===== config.mk =====
export PLATFORM = sky130hd
export DESIGN_NAME = rb_osc_decim_fifo
export DESIGN_NICKNAME = d
export VERILOG_FILES = /design/src/rtl/rb_osc_decim_fifo.sv
export SDC_FILE = /design/constraint.sdc
export NUM_CORES = 1
export LEC_CHECK = 0
export BUFFER_PORTS_ARGS = -buffer_cell sky130_fd_sc_hd__buf_2
export CORE_MARGIN = 4
export CORE_UTILIZATION = 61
export CTS_CLUSTER_DIAMETER = 30
export DETAILED_ROUTE_END_ITERATION = 7
export PLACE_DENSITY_LB_ADDON = 0.25
export SLEW_MARGIN = 20
export SYNTH_ARGS = -nofsm -noshare
export SYNTH_HDL_FRONTEND = slang
export SYNTH_SLANG_ARGS = --single-unit

===== constraint.sdc =====
create_clock -name clk_adc_125mhz -period 8.9 [get_ports clk_adc_125mhz]
set_input_delay 0 -clock clk_adc_125mhz [delete_from_list [all_inputs] [get_ports clk_adc_125mhz]]
set_output_delay 0 -clock clk_adc_125mhz [all_outputs]
set_load 0.005 [all_outputs]

===== src/rtl/rb_osc_decim_fifo.sv =====
// rtl/rb_osc_decim_fifo.sv - block-averaging decimator feeding a bus-drained FIFO with fill-level irq
// Optional round-half-up of the average: define RB_DECIM_ROUND_EN.
module rb_osc_decim_fifo #(
    parameter int DW      = 16,
    parameter int FIFO_AW = 5
) (
    input  logic          clk_adc_125mhz,
    input  logic          adc_rstn_i,
    input  logic          s_vld_i,
    input  logic [DW-1:0] s_dat_i,
    input  logic [31:0]   sys_addr,
    input  logic [31:0]   sys_wdata,
    input  logic [3:0]    sys_sel,
    input  logic          sys_wen,
    input  logic          sys_ren,
    output logic [31:0]   sys_rdata,
    output logic          sys_err,
    output logic          sys_ack,
    output logic          irq_o
);

    localparam int ACC_W = DW + 7;
    localparam int LW    = FIFO_AW + 1;
    localparam int DEPTH = 1 << FIFO_AW;

    typedef enum logic {ST_IDLE, ST_ACC} state_t;

    state_t                    state_q, state_d;
    logic signed [ACC_W-1:0]   acc_q, acc_d;
    logic [6:0]                cnt_q, cnt_d;
    logic [2:0]                s_act_q, s_act_d;
    logic                      en_q, en_d;
    logic [2:0]                s_q, s_d;
    logic [LW-1:0]             thresh_q, thresh_d;
    logic                      ovf_q, ovf_d;
    logic [FIFO_AW-1:0]        wr_ptr_q, rd_ptr_q;
    logic [LW-1:0]             level_q;
    logic [DW-1:0]             mem_q [DEPTH];
    logic [31:0]               rdata_q, rdata_d;
    logic                      ack_q;
    logic                      irq_q;

    logic [7:0]              addr;
    logic                    wr_ctrl, wr_status, wr_thresh, rd_data;
    logic                    clr, full, empty, pop, push_req, push_ok, overflow;
    logic signed [ACC_W-1:0] acc_sum;
    logic [7:0]              win_len;
    logic                    win_last;
    logic [DW-1:0]           result;
    logic [DW-1:0]           head;
    logic                    unused_bits;

    assign unused_bits = ^{sys_addr[31:8], sys_sel, sys_wdata};

    assign addr      = sys_addr[7:0];
    assign wr_ctrl   = sys_wen && (addr == 8'h00);
    assign wr_status = sys_wen && (addr == 8'h04);
    assign wr_thresh = sys_wen && (addr == 8'h08);
    assign rd_data   = sys_ren && (addr == 8'h0C);
    assign clr       = wr_ctrl && sys_wdata[1];

    assign full  = (level_q == LW'(DEPTH));
    assign empty = (level_q == '0);
    assign head  = mem_q[rd_ptr_q];

    always_comb begin
        en_d     = en_q;
        s_d      = s_q;
        thresh_d = thresh_q;
        if (wr_ctrl) begin
            en_d = sys_wdata[0];
            s_d  = sys_wdata[10:8];
        end
        if (wr_thresh) begin
            thresh_d = sys_wdata[LW-1:0];
        end
    end

    assign acc_sum  = acc_q + {{(ACC_W-DW){s_dat_i[DW-1]}}, s_dat_i};
    assign win_len  = 8'd1 << s_act_q;
    assign win_last = ({1'b0, cnt_q} == (win_len - 8'd1));

`ifdef RB_DECIM_ROUND_EN
    localparam logic signed [ACC_W:0] MAX_POS = (ACC_W+1)'((2 ** (DW - 1)) - 1);
    logic [ACC_W:0]          rnd_add;
    logic signed [ACC_W:0]   rnd_sum, rnd_shift;
    always_comb begin
        rnd_add   = (s_act_q == 3'd0) ? '0 : ((ACC_W+1)'(1) << (s_act_q - 3'd1));
        rnd_sum   = $signed({acc_sum[ACC_W-1], acc_sum}) + $signed(rnd_add);
        rnd_shift = rnd_sum >>> s_act_q;
        result    = (rnd_shift > MAX_POS) ? MAX_POS[DW-1:0] : rnd_shift[DW-1:0];
    end
`else
    assign result = DW'(acc_sum >>> s_act_q);
`endif

    // EN is evaluated on its next value so the write edge itself opens the window.
    always_comb begin
        state_d  = state_q;
        acc_d    = acc_q;
        cnt_d    = cnt_q;
        s_act_d  = s_act_q;
        push_req = 1'b0;
        case (state_q)
            ST_IDLE: begin
                if (en_d) begin
                    state_d = ST_ACC;
                    acc_d   = '0;
                    cnt_d   = '0;
                    s_act_d = s_d;
                end
            end
            ST_ACC: begin
                if (!en_d) begin
                    state_d = ST_IDLE;
                end else if (clr) begin
                    acc_d = '0;
                    cnt_d = '0;
                end else if (s_vld_i) begin
                    if (win_last) begin
                        push_req = 1'b1;
                        acc_d    = '0;
                        cnt_d    = '0;
                        s_act_d  = s_d;
                    end else begin
                        acc_d = acc_sum;
                        cnt_d = cnt_q + 7'd1;
                    end
                end
            end
            default: state_d = ST_IDLE;
        endcase
    end

    assign pop      = rd_data && !empty && !clr;
    assign push_ok  = push_req && (!full || pop);
    assign overflow = push_req && full && !pop;

    always_comb begin
        ovf_d = ovf_q;
        if (wr_status && sys_wdata[16]) begin
            ovf_d = 1'b0;
        end
        if (overflow) begin
            ovf_d = 1'b1;
        end
    end

    always_comb begin
        rdata_d = '0;
        if (sys_ren) begin
            case (addr)
                8'h00: rdata_d = {21'd0, s_q, 7'd0, en_q};
                8'h04: begin
                    rdata_d[LW-1:0] = level_q;
                    rdata_d[16]     = ovf_q;
                    rdata_d[17]     = empty;
                    rdata_d[18]     = full;
                end
                8'h08: rdata_d = 32'(thresh_q);
                8'h0C: rdata_d = empty ? 32'd0 : {{(32-DW){head[DW-1]}}, head};
                default: rdata_d = '0;
            endcase
        end
    end

    always_ff @(posedge clk_adc_125mhz or negedge adc_rstn_i) begin
        if (!adc_rstn_i) begin
            state_q  <= ST_IDLE;
            acc_q    <= '0;
            cnt_q    <= '0;
            s_act_q  <= '0;
            en_q     <= 1'b0;
            s_q      <= '0;
            thresh_q <= '0;
            ovf_q    <= 1'b0;
            rdata_q  <= '0;
            ack_q    <= 1'b0;
            irq_q    <= 1'b0;
        end else begin
            state_q  <= state_d;
            acc_q    <= acc_d;
            cnt_q    <= cnt_d;
            s_act_q  <= s_act_d;
            en_q     <= en_d;
            s_q      <= s_d;
            thresh_q <= thresh_d;
            ovf_q    <= ovf_d;
            rdata_q  <= rdata_d;
            ack_q    <= sys_wen || sys_ren;
            irq_q    <= (thresh_q != '0) && (level_q >= thresh_q);
        end
    end

    always_ff @(posedge clk_adc_125mhz or negedge adc_rstn_i) begin
        if (!adc_rstn_i) begin
            wr_ptr_q <= '0;
            rd_ptr_q <= '0;
            level_q  <= '0;
            for (int i = 0; i < DEPTH; i++) begin
                mem_q[i] <= '0;
            end
        end else if (clr) begin
            wr_ptr_q <= '0;
            rd_ptr_q <= '0;
            level_q  <= '0;
        end else begin
            if (push_ok) begin
                mem_q[wr_ptr_q] <= result;
                wr_ptr_q        <= wr_ptr_q + 1'b1;
            end
            if (pop) begin
                rd_ptr_q <= rd_ptr_q + 1'b1;
            end
            case ({push_ok, pop})
                2'b10:   level_q <= level_q + 1'b1;
                2'b01:   level_q <= level_q - 1'b1;
                default: level_q <= level_q;
            endcase
        end
    end

    assign sys_rdata = rdata_q;
    assign sys_ack   = ack_q;
    assign sys_err   = 1'b0;
    assign irq_o     = irq_q;

endmodule

Yosys cells after proc, flatten, opt, wreduce, memory -nomap -nowiden. Index checks and enable logic that the tools add are counted.

Flip-flop bits (word level): 607. Input bits: 89.

$add $sub $neg: 7. Order comparisons: 4. Eq/ne operators: 13. Shifts and indexed selects: 2. Muxes and demuxes: 46. Bitwise logic cells: 4. Reductions and logical operators: 29.

Operator list (count): 512-bit bitwise mux (1); 23-bit 2-to-1 mux (5); 16-bit binary-select mux with 5-bit select (1); 16-bit demux with 5-bit select (1); 32-bit 2-to-1 mux (2); 16-bit 2-to-1 mux (3); 23-bit one-hot mux with 2 select lines (1); 7-bit 2-to-1 mux (5); 6-bit one-hot mux with 4 select lines (1); 23-bit adder (1); 23-bit by 3-bit >>> shifter with 16-bit output (1); 5-bit 2-to-1 mux (4); 10-bit one-hot mux with 2 select lines (1); 3-bit 2-to-1 mux (6); 8-bit by 4-bit == test with 1-bit output (second input constant) (2); 7-bit one-hot mux with 2 select lines (1); 1-bit logical AND (13); 13-bit 2-to-1 mux (1); 6-bit >= comparator (second input constant) (2); 5-bit inverter with 6-bit output (2); 3-bit one-hot mux with 2 select lines (2); 6-bit one-hot mux with 2 select lines (1); 5-bit by 1-bit adder with 5-bit output (second input constant) (2); 1-bit 2-to-1 mux (9); other kinds (27) (37).

Logic depth before layout (Yosys ltp). Gate-level depths: netlist of the first run.

Depth in word-level cells: 12. Mapped depth: 22.

Worst setup path after synthesis of the first run. No wires, ideal clock.

Path type: flip-flop to flip-flop. From: register s_act_q[0]. To: register level_q[5]. Data arrival time: 4981 ps. Required time: 8834 ps. Path slack: 3853 ps. Stages on the path, launching flop included: 22. Cells stage by stage: dfrtp_1 -> buf_1 -> clkbuf_1 -> buf_1 -> nand2_1 -> ha_1 -> clkbuf_1 -> nor4b_1 -> o31ai_1 -> a2111o_1 -> nor4_1 -> clkbuf_1 -> nor2_1 -> ha_1 -> a21o_1 -> a21oi_1 -> o21bai_1 -> a21o_1 -> or2_2 -> mux2_2 -> mux2i_1 -> a22o_1.

Word-level cells in the longest chain between the ends: 12. Elaborated cells on any way between the ends: 14.

Ends and longest elaborated chain: start, declared (RTL line 31) `logic [2:0] s_act_q, s_act_d;`; start signal, assigned (RTL line 184) `s_act_q <= s_act_d;`; 1-bit by 3-bit << shifter with 8-bit output (*) (RTL line 80) `assign win_len = 8'd1 << s_act_q;`; 8-bit by 1-bit subtractor with 8-bit output (*) (RTL line 81) `assign win_last = ({1'b0, cnt_q} == (win_len - 8'd1));`; 7-bit by 8-bit == test with 1-bit output (*) (RTL line 81); 1-bit 2-to-1 mux (*) (RTL line 120) `if (win_last) begin`; 1-bit 2-to-1 mux (*) (RTL line 119) `end else if (s_vld_i) begin`; 1-bit 2-to-1 mux (*) (RTL line 116) `end else if (clr) begin`; 1-bit 2-to-1 mux (*) (RTL line 114) `if (!en_d) begin`; 1-bit 2-to-1 mux (*) (RTL line 104) `case (state_q)`; 1-bit logical AND (*) (RTL line 136) `assign push_ok = push_req && (!full || pop);`; 2-bit by 1-bit == test with 1-bit output or 2-bit == test (tied branches) (RTL line 215) `case ({push_ok, pop})`; 6-bit one-hot mux with 2 select lines (RTL line 215); 6-bit 2-to-1 mux (RTL line 203) `end else if (clr) begin`; end signal, assigned (RTL line 216) `2'b10: level_q <= level_q + 1'b1;`; end signal, assigned (RTL line 217) `2'b01: level_q <= level_q - 1'b1;`; end signal, assigned (RTL line 218) `default: level_q <= level_q;`; end, declared (RTL line 37) `logic [LW-1:0] level_q;`.

Every way passes the cells marked *; elsewhere a longest branch is shown, timed or not. A chain may end at the register's enable or synchronous reset.

Worst setup path after layout of the first run.
From: register s_act_q[1]. To: register mem_q[489] (netlist name).

Word-level cells in the longest chain between the ends: 10. Elaborated cells on any way between the ends: 12.

Ends and longest elaborated chain: 1-bit by 3-bit << shifter with 8-bit output (RTL line 80); 8-bit by 1-bit subtractor with 8-bit output (RTL line 81); 7-bit by 8-bit == test with 1-bit output (RTL line 81); 1-bit 2-to-1 mux (RTL line 120); 1-bit 2-to-1 mux (RTL line 119); 1-bit 2-to-1 mux (RTL line 116); 1-bit 2-to-1 mux (RTL line 114); 1-bit 2-to-1 mux (RTL line 104); 1-bit logical AND (RTL line 136); 2-bit AND reduction (no line); end signal, assigned by index (RTL line 209) `mem_q[wr_ptr_q] <= result;`; end, declared (RTL line 38) `logic [DW-1:0] mem_q [DEPTH];`.

Parallel ways exist; a longest one is shown, timed or not.

==> results of run 1 <==
==> sequential cells by signal, summed over array words and instances, names as in the netlist, 3 cells and up <==
register and cells:
sys_rdata 20, level_q 6, wr_ptr_q 5, s_q 3, mem_q 512, thresh_q 6, acc_q 23, rd_ptr_q 5
s_act_q 3, cnt_q 7
==> routing by layer <==
| metal | up-vias | global-route usage [%] |
|---|---|---|
| met3 | 228 | 7.62 |
| met5 | - | 0 |
| met1 | 11400 | 43.4 |
| met2 | 1160 | 50.2 |
| met4 | 2 | 12.3 |
| li1 | 9723 | - |
==> cell usage in the layout, fill, tap and decap left out, drive strengths merged, types with 13 or more instances in the layout <==
master / Yosys / routed
nor4: 32 / 32
a31oi: 72 / 72
inv: 30 / 47
dfrtp: 594 / 594
dlygate4sd3: 0 / 34
o21ai: 41 / 41
a21oi: 423 / 423
clkinv: 1 / 36
a41oi: 33 / 33
mux2i: 27 / 27
ha: 39 / 39
nand3: 23 / 23
buf: 140 / 141
mux2: 53 / 53
nand2: 78 / 78
clkbuf: 121 / 133
a21o: 18 / 18
nor2b: 13 / 13
nor2: 535 / 535
xor2: 13 / 13
mux4: 168 / 168
bufinv: 0 / 15
o31ai: 26 / 26
xnor2: 15 / 15
==> area by class of cell <==
class	instances	share of cell area (%)
clock buffer	133	8.65
multi-input combinational	1782	38.9
timing repair buffer	175	3.71
tap	615	2.24
clock inverter	78	2.84
inverter	31	0.339
sequential	594	43.3
==> per-stage QoR <==
| stage | total power [mW] | cell area, µm² |
|---|---|---|
| 2_1_floorplan | 3.70 | 29600 |
| 3_3_place_gp | 4.08 | 30000 |
| 3_5_place_dp | 4.11 | 30000 |
| 4_1_cts | 8.47 | 34300 |
| 5_1_grt | 8.77 | 34400 |
| 6_report | 8.51 | 34400 |
==> timing repair <==
item	in CTS	in global routing
hold buffers	34	0
resized for setup	0	0
buffers inserted	0	0
hold endpoints to repair	163	0
==> report_power, final <==
group,switching [mW],leakage (nW),total [mW],internal [mW]
logic,1.04,5.27,1.41,0.369
registers,0.0224,8.28,2.75,2.72
clock network,1.51,1.92,4.35,2.85
total,2.57,15.5,8.51,5.94
==> worst reg2reg max path: cells and delay by family (launching register included) <==
family	cells	cell delay, ns
flops	1	0.32
simple gates	3	2.22
buf+inv	4	1.72
mux	1	0.39
compound gates	2	0.61
==> how the worst min path moves through the flow <==
stage,slack (ns),start,to
2_1_floorplan,-0.30,adc_rstn_i,acc_q[0]
3_3_place_gp,0.14,adc_rstn_i,acc_q[8]
3_5_place_dp,0.15,adc_rstn_i,acc_q[8]
4_1_cts,0.05,s_dat_i[4],acc_q[4]
5_1_grt,0.07,adc_rstn_i,acc_q[10]
6_report,-0.02,adc_rstn_i,acc_q[10]
==> logic make-up after synthesis <==
family / share of synthesized area, %
other: 0.0127
buffers and inverters: 4.77
adder cells (fa/ha/maj): 1.79
XOR/XNOR: 0.830
flip-flops: 50.3
AND/OR/NAND/NOR: 12.6
AO/OA/AOI/OAI: 14.0
multiplexers: 15.7
==> metrics.cfg, run 1 <==
[synthesis]
syn_area_um2=29600
yosysSeqAreaShare_pct=50.3
avgSynthCellArea_um2=11.1
yosys.area.top_type=dfrtp_1
synth_top_area_share_pct=50.3
synth_ff_type=dfrtp_1
synthTopCellsByCount=dfrtp_1 (594), nor2_1 (534), a21oi_1 (423)
synth_cell_types=76
synth_seq_cells=594
syn_inst=2668
synth_warnings=0
post-synth-top-count-cell=dfrtp_1
synth_area_leaders=dfrtp_1 (50%), mux4_2 (13%), a21oi_1 (7.2%)
synth_edf_count=0
synthesis.nets=2798
async_flop_share_pct=100

[route]
ant_nets=0
drtIter0Drc=2559
drt-total-wl_um=82000
viasPerCell=6.61
drc=0
wl_met1_um=32300
dr_wl_met3_um=7840
num_vias=22500
wl_met2_um=39000
highest_layer=met5
drtPass1Iterations=7
wl_per_cell_um=24.1

[worst_setup_path]
startpoint=s_act_q[1]
required_ns=9.45
path_delay_family=simple AND/OR/NAND/NOR gates
r2r-end=mem_q[489]
cp-end-kind=register
worstPathBufferInverterCount=4
rr_startpoint=s_act_q[1]
crit_fanout=32
path_class=register to register
critical_path_depth=10
reg2reg_slack_ns=3.54
critPathArrivalTime_ns=5.90
worstSetupStartpointType=register
slowest_delay_ns=1.13
r2r_cells=10
cp-endpoint=mem_q[489]
cp_cell_sequence=buf_4 -> clkinv_1 -> nor4b_1 -> o31ai_1 -> a2111o_1 -> or4_2 -> buf_4 -> nor4_4 -> buf_4 -> mux2_2
critPathSlowestCell=nor4_4
cp_common_cell=buf_4

[global_routing]
antenna_found_initial=1
grt_max_degree=189
track_usage_pct=31.8
grt_pass1_vias=23400
overflow=0
grt_pass1_wl_um=130000

[sta]
rsz0062_at_grt=no
setup_violations=0
tightest_slew_ns=1.23
tns_ns=0
finalCritPeriodShare_pct=60.2
clock_skew_ns=0.0383
hold_viol=4
hold-worst-slack_ns=-0.0189
relSlewSlack_pct=17.7
fin_ws_ns=3.54
slew_violations=0
fmax_mhz=187
fin_crit_ns=5.36

[outcome]
violations=negative hold slack
status=finished, violations left

[power_and_ir_drop]
power_density_nw_per_um2=248
power.leakage_nw=15.5
ir_worst_vdd_mv=0.198

[floorplanning]
num_rows=80
core_area_um2=47800
chipWidth_um=228
start_util_pct=61.8
io_pins=124
fp.dieArea_um2=52000
die_y_um=228

[cts]
root_buffer=clkbuf_16
clockBufferDepth=3
numCtsBuffers=112
cts.sinks=594
clk_pin_slew_ns=0.06
cts_tree=yes
insertion_delay_ns=0.67
h-tree-depth=3

[job]
drv_cap=0

[finish]
fin_nets=2826
num_antenna_cells=0
fillers=3034
seq_area_um2=14900
syn_to_final_growth_pct=16.3
stdcell_count=3408
finalCoreUtilization_pct=71.8
drive_above_1_share_pct=22.6
multiInputGateArea_um2=13400

[placed_design]
place_inst=3162
pre_cts_slack_ns=3.65
dp_hpwl_um=46700
portBuffers=72
finalWeightedCongestion=0.861

[hold_path]
hp-class=input pin to asynchronous set/reset pin

Note: power is estimated with default switching activity, not from simulation.
==> run 2: changes to the inputs <==
CORE_UTILIZATION = 56   (was 61)
clock period = 4.9 ns   (was 8.9 ns; I/O delays follow)
==> run 2 against run 1 <==
Against the previous run: the run now ends clean; register-to-register slack worse by 3.0 ns; global-route usage is 3.5 points lower; utilization is 4.2 points lower; non-clock buffer count is 28 higher; wire length is 3.4% lower; count of clock-buffer cells in the layout is 4 higher; first-iteration DRC count is 28% lower; sequential share of layout area is 0.84 points lower; worst setup slack worse by 3.0 ns; sequential power is 81% higher; sequential cell count stayed put; cell count is 3.0% higher; largest cell class unchanged; largest power group unchanged.
==> metrics.cfg, run 2 (synthesis results as in run 1) <==
[sta]
fin_crit_ns=4.34  ; was 5.36 ns
tns_ns=0  ; unchanged
hold_viol=0  ; was 4
rsz0062_at_grt=no  ; unchanged
slew_violations=0  ; unchanged
hold-worst-slack_ns=0.0107  ; was -0.0189 ns
fmax_mhz=231  ; was 187 MHz
relSlewSlack_pct=37.7  ; was 17.7%
clock_skew_ns=0.0216  ; was 0.0383 ns
finalCritPeriodShare_pct=88.5  ; was 60.2%
fin_ws_ns=0.562  ; was 3.54 ns
setup_violations=0  ; unchanged
tightest_slew_ns=0.911  ; was 1.23 ns

[cts]
root_buffer=clkbuf_16  ; unchanged
cts.sinks=594  ; unchanged
cts.repair.resized=0  ; unchanged
clockBufferDepth=3  ; unchanged
cts_tree=yes  ; unchanged
postCtsHoldBufs=34  ; unchanged
insertion_delay_ns=0.65  ; was 0.67 ns
numCtsBuffers=116  ; was 112
clk_pin_slew_ns=0.05  ; was 0.06 ns
h-tree-depth=3  ; unchanged
cts_setup_buffers=0  ; unchanged

[worst_setup_path]
path_delay_family=compound AO/OA/AOI/OAI gates  ; was simple AND/OR/NAND/NOR gates
crit_fanout=10  ; was 32
critPathArrivalTime_ns=4.92  ; was 5.90 ns
worstPathBufferInverterCount=0  ; was 4
path_class=register to register  ; unchanged
rr_startpoint=s_act_q[2]  ; was s_act_q[1]
cp-end-kind=register  ; unchanged
cp_cell_sequence=nor2_1 -> nand2_1 -> ha_1 -> nor2b_1 -> o21ai_0 -> a21oi_1 -> a2111o_1 -> nor4_2 -> nor2_1 -> ha_1 -> a21o_1 -> a21oi_1 -> o21bai_1 -> a21o_1 -> or2_2 -> mux2_2 -> mux2i_1 -> a22o_1  ; was buf_4 -> clkinv_1 -> nor4b_1 -> o31ai_1 -> a2111o_1 -> or4_2 -> buf_4 -> nor4_4 -> buf_4 -> mux2_2
required_ns=5.48  ; was 9.45 ns
slowest_delay_ns=0.44  ; was 1.13 ns
startpoint=s_act_q[2]  ; was s_act_q[1]
critPathSlowestCell=a2111o_1  ; was nor4_4
worstSetupStartpointType=register  ; unchanged

[job]
drv_cap=0  ; unchanged

[power_and_ir_drop]
swShare_pct=29.2  ; was 30.2%
power.leakage_nw=15.8  ; was 15.5 nW
p_clk_share_pct=52.8  ; was 51.2%
switching_power_mw=4.70  ; was 2.57 mW
power_density_nw_per_um2=459  ; was 248 nW/µm²
power.internal_mw=11.4  ; was 5.94 mW
power_frac_comb_pct=16.2  ; was 16.5%
ir_worst_vdd_mv=0.422  ; was 0.198 mV
seq_power_share_pct=31.0  ; was 32.3%

[route]
drtIter0Drc=1833  ; was 2559
drtPass1Iterations=6  ; was 7
wl_per_cell_um=22.6  ; was 24.1 µm
viasPerCell=6.36  ; was 6.61
drt-total-wl_um=79200  ; was 82000 µm
num_vias=22300  ; was 22500
drc=0  ; unchanged
ant_nets=0  ; unchanged

[floorplanning]
chipWidth_um=238  ; was 228 µm
die_y_um=238  ; was 228 µm
fp.dieArea_um2=56500  ; was 52000 µm²
io_pins=124  ; unchanged
num_rows=83  ; was 80
start_util_pct=57.0  ; was 61.8%
core_area_um2=51800  ; was 47800 µm²

[outcome]
status=completed  ; was finished, violations left

[finish]
syn_to_final_growth_pct=18.6  ; was 16.3%
stdcell_count=3510  ; was 3408
fin_area_um2=35100  ; was 34400 µm²
multiInputGateArea_um2=13400  ; about the same
fillers=3565  ; was 3034
final_cell_mix=dfrtp_1 (590), nor2_1 (534), a21oi_1 (420), mux4_2 (168), clkbuf_16 (119)  ; was dfrtp_1 (590), nor2_1 (534), a21oi_1 (420), mux4_2 (168), clkbuf_16 (112)
fin_nets=2858  ; was 2826
mostFrequentLayoutCell=dfrtp_1  ; unchanged
drive_above_1_share_pct=23.7  ; was 22.6%
largest_reg_flops=512  ; unchanged
seq_area_um2=14900  ; unchanged
largest_register=mem_q  ; unchanged

[placed_design]
placed_cell_area_um2=30400  ; was 30000 µm²
place_inst=3256  ; was 3162
dp_hpwl_um=49600  ; was 46700 µm
pre_cts_slack_ns=0.583  ; was 3.65 ns
portBuffers=72  ; unchanged
finalWeightedCongestion=0.899  ; was 0.861

[global_routing]
grt_pass1_vias=22800  ; was 23400
grt_max_degree=152  ; was 189
overflow=0  ; unchanged
track_usage_pct=28.3  ; was 31.8%
antenna_found_initial=3  ; was 1
grt_pass1_wl_um=127000  ; was 130000 µm

[hold_path]
hp-class=input pin to asynchronous set/reset pin  ; unchanged

[run 2: changes by cell type in the layout (fill, tap and decap cells not counted), moves of 7 or more]
cell	change
bufinv_16	+7
clkbuf_16	+7
inv_6	-9
clkinvlp_4	+8
buf_12	+7
buf_4	+25
[run 2: worst paths after layout]
path | endpoint | slack (ns) | depth (start not counted)
worst min register to register | acc_q[21] | 0.48 | 2
worst max register to register | level_q[5] | 0.56 | 18
min in group clk_adc_125mhz | acc_q[4] | 0.03 | 5
worst max-delay path | level_q[5] | 0.56 | 18
worst min-delay path | acc_q[7] | 0.01 | 2
max in group asynchronous | mem_q[339] | 3.42 | 3
[run 2: power groups by stage]
stage               sequential, mW  combinational, mW  clock (mW)
finish                        4.99               2.61        8.50
global route                  4.99               2.79        8.83
CTS                           4.99               2.57        8.57
detailed placement            5.06               2.52           0
global placement              5.06               2.46           0
floorplan                     5.05               1.67           0
[run 2: area by class of cell]
cell class / count / share of cell area, %
Antenna cell: 1 / 0.00714
Clock buffer: 137 / 9.03
Clock inverter: 82 / 3.19
Inverter: 31 / 0.332
Multi-Input combinational cell: 1782 / 38.2
Sequential cell: 594 / 42.4
Tap cell: 680 / 2.43
Timing Repair Buffer: 203 / 4.40
[run 2: metrics by stage]
stage,utilization [%],power (mW)
final,67.6,16.1
after floorplan,-,6.72
after global placement,58.7,7.52
after CTS,67.6,16.1
after global routing,67.6,16.6
after detailed placement,58.7,7.58
[run 2: worst register-to-register path, cell delays in order, from the launching register on]
cell and delay [ns]:
dfrtp_1 0.38, nor2_1 0.19, nand2_1 0.12, ha_1 0.31
nor2b_1 0.19, o21ai_0 0.23, a21oi_1 0.11, a2111o_1 0.44
nor4_2 0.32, nor2_1 0.19, ha_1 0.30, a21o_1 0.16
a21oi_1 0.22, o21bai_1 0.09, a21o_1 0.21, or2_2 0.29
mux2_2 0.26, mux2i_1 0.13, a22o_1 0.15
[run 2: metal layers]
metal | vias to the layer above | wire length (µm) | global-route usage [%]
met5 | - | 27 | 0
li1 | 9810 | - | -
met3 | 186 | 6600 | 6.71
met2 | 954 | 38400 | 45.9
met4 | 4 | 2340 | 9.22
met1 | 11400 | 31900 | 38.2
